**src/rtl/lfsr_arb_pkg.sv**
```systemverilog
// Shared types and constants for the LFSR arbiter slice.
// Provides the FSM state enum, the default seed and a zero-seed fixup helper.
package lfsr_arb_pkg;

  localparam int LFSR_W = 32;

  localparam logic [LFSR_W-1:0] SEED_DEFAULT = 32'h0000_0001;

  typedef enum logic [2:0] {
    ST_RST,
    ST_LOAD,
    ST_IDLE,
    ST_COLLECT,
    ST_DONE
  } state_t;

  // An all-zero seed would lock the LFSR up, so it maps to the default.
  function automatic logic [LFSR_W-1:0] seed_fix(
    input logic [LFSR_W-1:0] s
  );
    return (s == '0) ? SEED_DEFAULT : s;
  endfunction

endpackage

```
**src/rtl/rr_arbiter.sv**
```systemverilog
// Combinational round-robin picker: search starts at i_ptr+1 and wraps.
// Ports: i_req (requests), i_ptr (last winner), o_gnt (one-hot), o_idx, o_any.
module rr_arbiter
  import lfsr_arb_pkg::*;
#(
  parameter  int NREQ  = 4,
  localparam int PTR_W = $clog2(NREQ)
) (
  input  logic [NREQ-1:0]  i_req,
  input  logic [PTR_W-1:0] i_ptr,
  output logic [NREQ-1:0]  o_gnt,
  output logic [PTR_W-1:0] o_idx,
  output logic             o_any
);

  function automatic logic [PTR_W-1:0] wrap(
    input logic [PTR_W-1:0] p,
    input int               k
  );
    return PTR_W'((int'(p) + k) % NREQ);
  endfunction

  always_comb begin
    o_gnt = '0;
    o_idx = i_ptr;
    o_any = 1'b0;
    for (int k = 1; k <= NREQ; k++) begin
      if (!o_any && i_req[wrap(i_ptr, k)]) begin
        o_any                 = 1'b1;
        o_gnt[wrap(i_ptr, k)] = 1'b1;
        o_idx                 = wrap(i_ptr, k);
      end
    end
  end

endmodule

```
**src/rtl/lfsr_arbiter.sv**
```systemverilog
// Shares one serial LFSR between NREQ requesters: sequences its reset and
// seed load, grants round-robin and packs WIDTH bits into a word per grant.
// Ports: i_clk, i_reset_n (async, low); i_req/o_gnt/o_valid/o_data consumer
// side; i_seed/i_seed_wr seed update; o_lfsr_rst/o_lfsr_load/o_lfsr_seed and
// i_lfsr_bit LFSR side; o_busy high outside IDLE.
// Optional macro LFSR_ARB_RESEED_EN: automatic reseed every RESEED_COUNT words.
module lfsr_arbiter
  import lfsr_arb_pkg::*;
#(
  parameter int NREQ         = 4,
  parameter int WIDTH        = 8,
  parameter int RESEED_COUNT = 256
) (
  input  logic              i_clk,
  input  logic              i_reset_n,
  input  logic [NREQ-1:0]   i_req,
  output logic [NREQ-1:0]   o_gnt,
  output logic [NREQ-1:0]   o_valid,
  output logic [WIDTH-1:0]  o_data,
  input  logic [LFSR_W-1:0] i_seed,
  input  logic              i_seed_wr,
  output logic              o_lfsr_rst,
  output logic              o_lfsr_load,
  output logic [LFSR_W-1:0] o_lfsr_seed,
  input  logic              i_lfsr_bit,
  output logic              o_busy
);

  localparam int PTR_W  = $clog2(NREQ);
  localparam int BCNT_W = $clog2(WIDTH + 1);

  state_t             r_state, w_state_nxt;
  logic [LFSR_W-1:0]  r_seed, w_seed_nxt;
  logic [LFSR_W-1:0]  r_pend, w_pend_nxt;
  logic               r_pend_vld, w_pend_vld_nxt;
  logic [PTR_W-1:0]   r_ptr, w_ptr_nxt;
  logic [NREQ-1:0]    r_gnt, w_gnt_nxt;
  logic [NREQ-1:0]    r_valid, w_valid_nxt;
  logic [WIDTH-1:0]   r_data, w_data_nxt;
  logic [WIDTH-1:0]   r_shreg, w_shreg_nxt;
  logic [BCNT_W-1:0]  r_bcnt, w_bcnt_nxt;
  logic               r_lfsr_rst, w_lfsr_rst_nxt;
  logic               r_lfsr_load, w_lfsr_load_nxt;
  logic [LFSR_W-1:0]  r_lfsr_seed, w_lfsr_seed_nxt;
  logic               r_busy;

  logic [NREQ-1:0]    w_pick;
  logic [PTR_W-1:0]   w_pick_idx;
  logic               w_any;

`ifdef LFSR_ARB_RESEED_EN
  localparam int RCNT_W = $clog2(RESEED_COUNT + 1);
  logic [RCNT_W-1:0]  r_rcnt, w_rcnt_nxt;
`else
  localparam int unused_reseed_count = RESEED_COUNT;
`endif

  rr_arbiter #(
    .NREQ (NREQ)
  ) u_rr (
    .i_req (i_req),
    .i_ptr (r_ptr),
    .o_gnt (w_pick),
    .o_idx (w_pick_idx),
    .o_any (w_any)
  );

  always_comb begin
    w_state_nxt     = r_state;
    w_seed_nxt      = r_seed;
    w_pend_nxt      = r_pend;
    w_pend_vld_nxt  = r_pend_vld;
    w_ptr_nxt       = r_ptr;
    w_gnt_nxt       = r_gnt;
    w_valid_nxt     = '0;
    w_data_nxt      = r_data;
    w_shreg_nxt     = r_shreg;
    w_bcnt_nxt      = r_bcnt;
    w_lfsr_rst_nxt  = 1'b0;
    w_lfsr_load_nxt = 1'b0;
    w_lfsr_seed_nxt = r_lfsr_seed;
`ifdef LFSR_ARB_RESEED_EN
    w_rcnt_nxt      = r_rcnt;
`endif

    // Seed writes are parked in any state; IDLE consumes them.
    if (i_seed_wr) begin
      w_pend_nxt     = seed_fix(i_seed);
      w_pend_vld_nxt = 1'b1;
    end

    unique case (r_state)
      ST_RST: begin
        w_lfsr_rst_nxt = 1'b1;
        w_state_nxt    = ST_LOAD;
      end
      ST_LOAD: begin
        w_lfsr_load_nxt = 1'b1;
        w_lfsr_seed_nxt = r_seed;
        w_state_nxt     = ST_IDLE;
      end
      ST_IDLE: begin
        // A same-cycle write is newer than any parked one.
        if (i_seed_wr || r_pend_vld) begin
          w_seed_nxt     = i_seed_wr ? seed_fix(i_seed) : r_pend;
          w_pend_vld_nxt = 1'b0;
          w_state_nxt    = ST_LOAD;
        end else if (w_any) begin
          w_gnt_nxt   = w_pick;
          w_ptr_nxt   = w_pick_idx;
          w_bcnt_nxt  = '0;
          w_state_nxt = ST_COLLECT;
        end
      end
      ST_COLLECT: begin
        if ((r_gnt & i_req) == '0) begin
          w_gnt_nxt   = '0;
          w_state_nxt = ST_IDLE;
        end else begin
          // First sampled bit ends up in the MSB.
          w_shreg_nxt = WIDTH'({r_shreg, i_lfsr_bit});
          w_bcnt_nxt  = r_bcnt + 1'b1;
          if (r_bcnt == BCNT_W'(WIDTH - 1))
            w_state_nxt = ST_DONE;
        end
      end
      ST_DONE: begin
        w_data_nxt  = r_shreg;
        w_valid_nxt = r_gnt;
        w_gnt_nxt   = '0;
        w_state_nxt = ST_IDLE;
`ifdef LFSR_ARB_RESEED_EN
        if (r_rcnt == RCNT_W'(RESEED_COUNT - 1)) begin
          w_rcnt_nxt  = '0;
          w_seed_nxt  = {r_seed[LFSR_W-2:0], r_seed[LFSR_W-1]};
          w_state_nxt = ST_LOAD;
        end else begin
          w_rcnt_nxt = r_rcnt + 1'b1;
        end
`endif
      end
      default: w_state_nxt = ST_RST;
    endcase
  end

  always_ff @(posedge i_clk or negedge i_reset_n) begin
    if (!i_reset_n) begin
      r_state     <= ST_RST;
      r_seed      <= SEED_DEFAULT;
      r_pend      <= SEED_DEFAULT;
      r_pend_vld  <= 1'b0;
      r_ptr       <= PTR_W'(NREQ - 1);
      r_gnt       <= '0;
      r_valid     <= '0;
      r_data      <= '0;
      r_shreg     <= '0;
      r_bcnt      <= '0;
      r_lfsr_rst  <= 1'b0;
      r_lfsr_load <= 1'b0;
      r_lfsr_seed <= SEED_DEFAULT;
      r_busy      <= 1'b0;
`ifdef LFSR_ARB_RESEED_EN
      r_rcnt      <= '0;
`endif
    end else begin
      r_state     <= w_state_nxt;
      r_seed      <= w_seed_nxt;
      r_pend      <= w_pend_nxt;
      r_pend_vld  <= w_pend_vld_nxt;
      r_ptr       <= w_ptr_nxt;
      r_gnt       <= w_gnt_nxt;
      r_valid     <= w_valid_nxt;
      r_data      <= w_data_nxt;
      r_shreg     <= w_shreg_nxt;
      r_bcnt      <= w_bcnt_nxt;
      r_lfsr_rst  <= w_lfsr_rst_nxt;
      r_lfsr_load <= w_lfsr_load_nxt;
      r_lfsr_seed <= w_lfsr_seed_nxt;
      // Registered so busy reads low while reset is held.
      r_busy      <= (w_state_nxt != ST_IDLE);
`ifdef LFSR_ARB_RESEED_EN
      r_rcnt      <= w_rcnt_nxt;
`endif
    end
  end

  assign o_gnt       = r_gnt;
  assign o_valid     = r_valid;
  assign o_data      = r_data;
  assign o_lfsr_rst  = r_lfsr_rst;
  assign o_lfsr_load = r_lfsr_load;
  assign o_lfsr_seed = r_lfsr_seed;
  assign o_busy      = r_busy;

endmodule

```
**config.mk**
```make
export PLATFORM = sky130hd
export DESIGN_NAME = lfsr_arbiter
export DESIGN_NICKNAME = d
export VERILOG_FILES = /design/src/rtl/lfsr_arb_pkg.sv /design/src/rtl/rr_arbiter.sv /design/src/rtl/lfsr_arbiter.sv
export SDC_FILE = /design/constraint.sdc
export NUM_CORES = 1
export LEC_CHECK = 0
export CAP_MARGIN = 20
export CORE_MARGIN = 2
export CORE_UTILIZATION = 50
export CTS_CLUSTER_DIAMETER = 80
export DETAILED_ROUTE_END_ITERATION = 12
export PLACE_DENSITY = 0.76
export SLEW_MARGIN = 20
export SYNTH_ARGS = -nofsm -noshare
export SYNTH_HDL_FRONTEND = slang
export SYNTH_SLANG_ARGS = --single-unit
```
**constraint.sdc**
```tcl
create_clock -name i_clk -period 5.1 [get_ports i_clk]
set_input_delay 0.765 -clock i_clk [delete_from_list [all_inputs] [get_ports i_clk]]
set_output_delay 0.765 -clock i_clk [all_outputs]
set_load 0.1 [all_outputs]
```
---- Yosys cells after proc, flatten, opt, wreduce, memory -nomap -nowiden ----
Cells that the tools add are included.
word-level totals
  register bits ........................... 133
  bits of input ports ..................... 40
  output and inout port bits .............. 51
  logic and storage cells ................. 115
cells by class
  add/subtract/negate cells ............... 5
  magnitude comparators ................... 8
  equal/unequal tests ..................... 10
  mux-type cells .......................... 49
  bitwise gates (word level) .............. 6
  reduce and logical (&&, ||, !) cells .... 23
operators with widths
  kind                                                         count
  2-to-1 mux 32 bit                                            2
  2-to-1 mux 4 bit                                             11
  zero test 32 bit                                             1
  2-to-1 mux 1 bit                                             17
  less-than comparator 2 x 3 -> 1 bit (second input constant)  4
  2-to-1 mux 3 bit                                             4
  OR 4 bit                                                     3
  one-hot mux 3 bit (4 select lines)                           1
  one-hot mux 4 bit (3 select lines)                           1
  AND reduction 4 bit                                          3
  binary-select mux 1 bit (select 2 bit)                       4
  demux 1 bit (select 2 bit)                                   4
  >= comparator 2 x 1 -> 1 bit (second input constant)         4
  2-to-1 mux 2 bit                                             4
  one-hot mux 4 bit (2 select lines)                           1
  logical AND 1 bit                                            7
  == test 3 x 2 -> 1 bit (second input constant)               2
  inequality test 2 bit (second input constant)                3
  adder 2 x 1 -> 2 bit (second input constant)                 2
  adder 2 bit (second input constant)                          2
  adder 4 x 1 -> 4 bit (second input constant)                 1
  AND 4 bit                                                    1
  == test 4 x 3 -> 1 bit (second input constant)               1
  zero test 4 bit                                              1
  other kinds (13)                                             17

---- Longest topological paths before layout ----
Gate-level depths: netlist (run 1).
  depth after elaboration ................. 17
  gate-level depth with buffers ........... 8
  depth with buffers taken out ............ 7

---- Modules after synthesis ----
A second synthesis (run 1) with hierarchy kept.
unflattened totals
  cells, all modules ...................... 417
  area total of the unflattened synthesis .. 5821.8 µm²
by module, submodules not included
  module        times used  cells each  area each (µm²)  seq. area each (µm²)
  lfsr_arbiter  1           343         5273.8           3334.4
  rr_arbiter    1           74          548.0            0.0

---- Worst setup path after synthesis (run 1) ----
Ideal clock, no wire load.
  path kind ............................... flip-flop to flip-flop
  from .................................... register r_ptr[0]
  to ...................................... register r_gnt[0] (netlist: o_gnt[0])
  arrival time ............................ 2.532 ns
  data required time ...................... 5.018 ns
  setup slack ............................. 2.486 ns
  cell stages (with the launch flop) ...... 9
  period minus slack after synthesis ...... 2.614 ns
  cell sequence ........................... dfstp_2 -> buf_6 -> inv_1 -> ha_1 -> mux4_1 -> or3_4 -> nor3b_4 -> nand2_1 -> a31oi_1
on the way
  longest elaborated chain between the ends .. 16
  elaborated cells between the ends (all ways) .. 54
RTL lines
  element                                                                                       line                 source
  start, declared                                                                               lfsr_arbiter.sv:36   logic [PTR_W-1:0] r_ptr, w_ptr_nxt;
  start signal, assigned                                                                        lfsr_arbiter.sv:152  r_ptr <= PTR_W'(NREQ - 1);
  start signal, assigned                                                                        lfsr_arbiter.sv:170  r_ptr <= w_ptr_nxt;
  parallel branches: the longest is 16 deep, another holds less-than comparator 2 x 3 -> 1 bit  -
  end signal, assigned                                                                          lfsr_arbiter.sv:171  r_gnt <= w_gnt_nxt;
  end, declared                                                                                 lfsr_arbiter.sv:37   logic [NREQ-1:0] r_gnt, w_gnt_nxt;
Parallel ways; which one is timed is not known. The select of a mux whose other input is x is not followed.
A chain may end at the register's enable or synchronous reset.

---- Worst setup path in the final report (run 1) ----
Ends and elaborated chain as after synthesis.

==> results.toml, run 1 <==
[outcome]
status = "complete, no violations"

[critical_path]
crit_start = "r_ptr[0]"
crit_arrival_ns = 3.45
r2r_cells = 7
crit_type = "reg -> reg"
crit_end = "o_gnt[0]"
critical_path_peak_fanout = 12
crit_family = "simple AND/OR/NAND/NOR gates"
cp_slowest_stage_delay_ns = 0.76
crit_path_end_kind = "flop"
path_depth = 7
regToRegEndpoint = "o_gnt[0]"
critPathLaunchType = "flop"
r2r-start = "r_ptr[0]"
path_cells = "inv_1 -> ha_1 -> mux4_1 -> or3_4 -> nor3b_4 -> nand2_1 -> a31oi_1"
cp_num_buf_inv = 1
reg2reg_slack_ns = 2.08
required_ns = 5.53
cp_slowest_cell = "mux4_1"

[logic_synthesis]
ys_top_cells_by_area = "dfrtp_1 58%, mux2_2 20%, nand2_1 4.1%"
yosysWarningCount = 0
ys_seq_area_frac = 0.6043
ys_async_sr_fraction = 1.000
synth.avg_cell_area_um2 = 13.43
synth_cell_types = 42
synth-edff-count = 0
syn_area_um2 = 5518
yosys.area.top_type_share = 0.5805
dominantRegCellSynth = "dfrtp_1"
synth_nets = 460
syn_inst = 411
synth_top_area_cell = "dfrtp_1"
ys_seq_elements = 133

[global_routing]
antenna_found_initial = 0
grt_use_total = 0.1959
grt_start_max_net_pins = 48
grt_pass1_wl_um = 17710
grt_overflow_total = 0
grt_pass1_vias = 3546

[min_path]
holdCritPathClass = "in -> async"

[sta]
hold_viol = 0
report.final.slew_viol_count = 0
rsz0062_at_grt = "no"
tightest_slew_ns = 1.014
setup_viol_count_final = 0
max-slew-margin-rel = 0.3220
finClkSkew_ns = 0.01306
fin_setup_tns_ns = 0
period_minus_slack_ns = 3.023
fmax_ghz = 0.3308
fin_crit_sh = 0.5927

[placed_design]
io_buffers = 90
place_hpwl_um = 7094
gp_congestion = 0.7690

[cells_and_area]
area.growth.synth_to_final_pct = 29.82
diodes = 0
final_common_cell = "dfrtp_1"
finalNetCount = 556
n_fill_cell = 811
multi_input_area_um2 = 2085
seq_area_um2 = 3334
drive_gt1_frac = 0.2865
final_cell_mix = "128 x dfrtp_1, 97 x mux2_2, 88 x clkdlybuf4s50_1, 60 x nand2_1, 16 x clkbuf_16"

[route]
routed_wl_um = 10710
first_pass_iters = 4
drcViolationCount = 0
antenna_left = 0
vias = 3519
vias_per_cell = 5.332
wl_per_cell_um = 16.23
drt_iter0_drc = 216

[clock_tree]
clk_latency_ns = 0.51
ctsResizeCount = 0
clock_sinks = 133
post_cts_buffers = 0
h-tree-depth = 4
cts_hold_buffers = 0
clkSlewWorstSetupHoldPaths_ns = 0.06
cts_tree = "done"
cts-root-buf = "clkbuf_8"
cts-buffers-inserted = 17
cts_buffer_depth = 2

[die]
num_io_pins = 91
die_w_um = 109.1
dieArea_um2 = 11890
row_count = 38
initial_utilization = 0.5112
core-area_um2 = 10790
die_y_um = 109.1

[flow_run]
cap_violations = 0
[through the flow]
step                area (µm²)  hold slack [ns]  utilization  instances  setup WS, ns
floorplan                 5518           0.4386            -        411         2.486
global placement          6551           0.4611       0.6070        628         2.178
detailed placement        6551           0.4584       0.6070        628         2.040
CTS                       7163           0.2412       0.6637        660         2.068
global route              7163           0.2695       0.6637        660         1.875
finish                    7163           0.2377       0.6637        660         2.077
[routing by layer]
layer	up-vias	GRT usage	share of wire
met5	-	0	0
met4	0	0.06685	0.011
met3	11	0.05140	0.047
met2	82	0.3114	0.48
met1	1772	0.2623	0.46
li1	1654	-	-
[cell usage after synthesis, types with 4 or more instances]
| cell type | instances |
|---|---|
| o21ai_0 | 10 |
| buf_2 | 6 |
| clkbuf_1 | 11 |
| a31oi_1 | 4 |
| mux2_2 | 97 |
| nor2_1 | 9 |
| inv_1 | 7 |
| a21oi_1 | 8 |
| a221oi_1 | 4 |
| and2_1 | 4 |
| a211o_1 | 4 |
| ha_1 | 9 |
| nor4_1 | 8 |
| dfstp_2 | 5 |
| dfrtp_1 | 128 |
| nand2_1 | 60 |
[worst reg2reg max path: cells and delay by family, from the launching register on]
family,cells,cell delay [ns]
compound gates,1,0.17
flops,1,0.69
simple gates,3,0.80
buf+inv,1,0.14
mux,1,0.76
fa+ha+maj,1,0.38
[cells by family (layout without fill, tap and decap cells)]
family | Yosys count | after routing | synth area share
xor+xnor | 2 | 2 | 0.003175
simple gates | 101 | 101 | 0.08730
flops | 133 | 133 | 0.6043
mux | 102 | 102 | 0.2181
buf+inv | 25 | 134 | 0.01973
compound gates | 39 | 39 | 0.04694
fa+ha+maj | 9 | 9 | 0.02041
[worst min-delay path by stage]
stage	startpoint	end	slack, ns	cells after the start
finish	i_reset_n	r_pend[14]	0.24	1
global route	i_reset_n	r_seed[14]	0.27	1
CTS	i_reset_n	o_lfsr_seed[14]	0.24	1
detailed placement	r_shreg[7]	o_data[7]	0.46	2
global placement	r_shreg[7]	r_shreg[7]	0.46	2
floorplan	r_shreg[7]	o_data[7]	0.44	2
[cell type report]
type | count | area share
multi-input combinational | 253 | 0.2910
tap | 140 | 0.02445
clock buffer | 19 | 0.06026
clock inverter | 13 | 0.02515
inverter | 7 | 0.003668
sequential | 133 | 0.4655
timing repair buffer | 95 | 0.1300
[registers in the layout, indices dropped and copies added, names as in the netlist]
signal,count
o_lfsr_load,1
o_valid,4
r_state,3
o_data,8
o_gnt,4
r_seed,32
o_busy,1
r_ptr,2
r_bcnt,4
r_pend_vld,1
o_lfsr_seed,32
o_lfsr_rst,1
r_pend,32
r_shreg,8
Power of run 1 is not shown: default switching activity piles up to over one toggle a cycle in this logic, so the estimate is an artifact.
==> run 2, diff against run 1 <==
--- a/config.mk
+++ b/config.mk
@@ -7,7 +7,7 @@
 export LEC_CHECK = 0
 export CAP_MARGIN = 20
 export CORE_MARGIN = 2
-export CORE_UTILIZATION = 50
+export CORE_UTILIZATION = 48
 export CTS_CLUSTER_DIAMETER = 80
 export DETAILED_ROUTE_END_ITERATION = 12
 export PLACE_DENSITY = 0.76
==> constraint.sdc (replaced) <==
create_clock -name i_clk -period 2.4 [get_ports i_clk]
set_input_delay 0.36 -clock i_clk [delete_from_list [all_inputs] [get_ports i_clk]]
set_output_delay 0.36 -clock i_clk [all_outputs]
set_load 0.1 [all_outputs]
==> run 2 against run 1 <==
The flow now finishes with violations (negative hold slack). Utilization shrank 2.1 points. Global-route usage is 0.43 points lower. Critical path depth stayed put. First-iteration DRC count down 23%. Register-to-register slack lost 2.0 ns. Wire length is 6.4% higher. Count of clock-buffer cells in the layout up 3. Sequential share of layout area fell by 0.70 points. Fmax is 28% higher. Highest routed layer unchanged.
==> results.toml, run 2 (same netlist as run 1, synthesis figures left out) <==
[critical_path]
crit_type = "reg -> reg"
critPathLaunchType = "flop"
r2r_cells = 7
crit_end = "o_gnt[3]"
crit_start = "r_ptr[0]"
crit_arrival_ns = 2.68
crit_path_end_kind = "flop"
cp_num_buf_inv = 1
reg2reg_slack_ns = 0.03
path_depth = 7
required_ns = 2.72
crit_family = "simple AND/OR/NAND/NOR gates"
regToRegEndpoint = "o_gnt[3]"
critical_path_peak_fanout = 4
cp_slowest_cell = "dfstp_2"
r2r-start = "r_ptr[0]"
path_cells = "inv_4 -> ha_4 -> mux4_2 -> or3_4 -> nor3b_4 -> nand2_1 -> a31oi_1"
cp_slowest_stage_delay_ns = 0.56

[placed_design]
place_hpwl_um = 7658
gp_congestion = 0.8393
place_ws_ns = -0.09217
io_buffers = 90

[sta]
fin_crit_sh = 0.9868
setup_slack_ns = 0.03165
fmax_ghz = 0.4222
max-slew-margin-rel = 0.4685
rsz0062_at_grt = "yes"
hold_ws_ns = -0.009447
tightest_slew_ns = 0.7906
report.final.slew_viol_count = 0
finClkSkew_ns = 0.008191
hold_viol = 16
period_minus_slack_ns = 2.368
setup_viol_count_final = 0

[global_routing]
grt_start_max_net_pins = 53
grt_busiest_layer = "met2"
grt_pass1_wl_um = 18840
grt.met1_usage = 0.2372
grt_overflow_total = 0
grt_pass1_vias = 3765
met2_usage = 0.3293
antenna_found_initial = 0
gr-usage-met3 = 0.04702
grt_use_total = 0.1916

[route]
antenna_left = 0
vias_per_cell = 5.310
vias = 3595
drcViolationCount = 0
routed_wl_um = 11400
first_pass_iters = 4
wl_per_cell_um = 16.84
drt_iter0_drc = 166

[die]
dieArea_um2 = 12370
num_io_pins = 91
die_w_um = 111.2
initial_utilization = 0.4874
die_y_um = 111.2
row_count = 39
core-area_um2 = 11320

[clock_tree]
clkSlewWorstSetupHoldPaths_ns = 0.05
cts_tree = "done"
cts_buffer_depth = 2
clk_latency_ns = 0.40
cts-buffers-inserted = 17
clock_sinks = 133
cts-root-buf = "clkbuf_16"
h-tree-depth = 4

[cells_and_area]
area.growth.synth_to_final_pct = 31.79
n_fill_cell = 854
final_common_cell = "dfrtp_1"
finalNetCount = 570
final_util = 0.6424
drive_gt1_frac = 0.4120
diodes = 0
final_cell_mix = "128 x dfrtp_1, 97 x mux2_2, 68 x buf_4, 60 x nand2_1, 38 x clkdlybuf4s50_1"

[outcome]
violations = "negative hold slack"
status = "finished, violations left"

[min_path]
holdCritPathClass = "in -> async"

[flow_run]
cap_violations = 0
run 2: cell types whose count changed in the layout (fill, tap and decap cells not counted), moves of 2 or more:
cell / before / now
mux4_1: 3 / 1
buf_4: 6 / 68
a221oi_1: 4 / 2
clkinv_2: 4 / 0
mux4_2: 1 / 3
a221oi_2: 0 / 2
buf_12: 0 / 2
clkbuf_8: 2 / 5
clkdlybuf4s50_1: 88 / 38
run 2: repair_timing:
item,4_1_cts,5_1_grt
buffers inserted,0,4
setup endpoints to repair,2,4
pin swaps,0,5
hold buffers,0,0
gates resized for setup,1,3
run 2: final cells by class:
class                           instances  area (µm²)  area share
Clock inverter                         10       191.4     0.02632
Tap cell                              143       178.9     0.02460
Timing Repair Buffer                  109       942.2      0.1296
Clock buffer                           22       494.2     0.06796
Multi-Input combinational cell        253        2102      0.2891
Inverter                                7       28.78    0.003957
Sequential cell                       133        3334      0.4585
run 2: worst min-delay path by stage:
stage               startpoint         endpoint  slack (ns)  depth (start not counted)
floorplan            i_reset_n           o_busy        0.06                          0
global placement     i_reset_n       r_pend[14]        0.42                          1
global route         i_reset_n       r_seed[11]        0.04                          1
CTS                  i_reset_n       r_seed[11]      0.0008                          1
finish               i_reset_n  o_lfsr_seed[14]      -0.009                          1
detailed placement   i_reset_n       r_pend[14]        0.43                          1
run 2: per-stage QoR:
stage | std cells | hold slack, ns | setup TNS (ns) | area [µm²]
3_3_place_gp | 641 | 0.4214 | 0 | 6544
5_1_grt | 677 | 0.03796 | -0.1247 | 7272
6_report | 677 | -0.009447 | 0 | 7272
4_1_cts | 673 | 0.0008261 | 0 | 7233
3_5_place_dp | 641 | 0.4325 | -0.2917 | 6544
2_1_floorplan | 411 | 0.06441 | -0.01981 | 5529
run 2: per-layer routing:
| metal | routed length (µm) | vias to the layer above |
|---|---|---|
| met1 | 5025 | 1823 |
| met5 | 0 | - |
| met4 | 223 | 0 |
| met2 | 5742 | 76 |
| met3 | 412 | 18 |
| li1 | - | 1678 |
Power of run 2 is left out for the same reason.
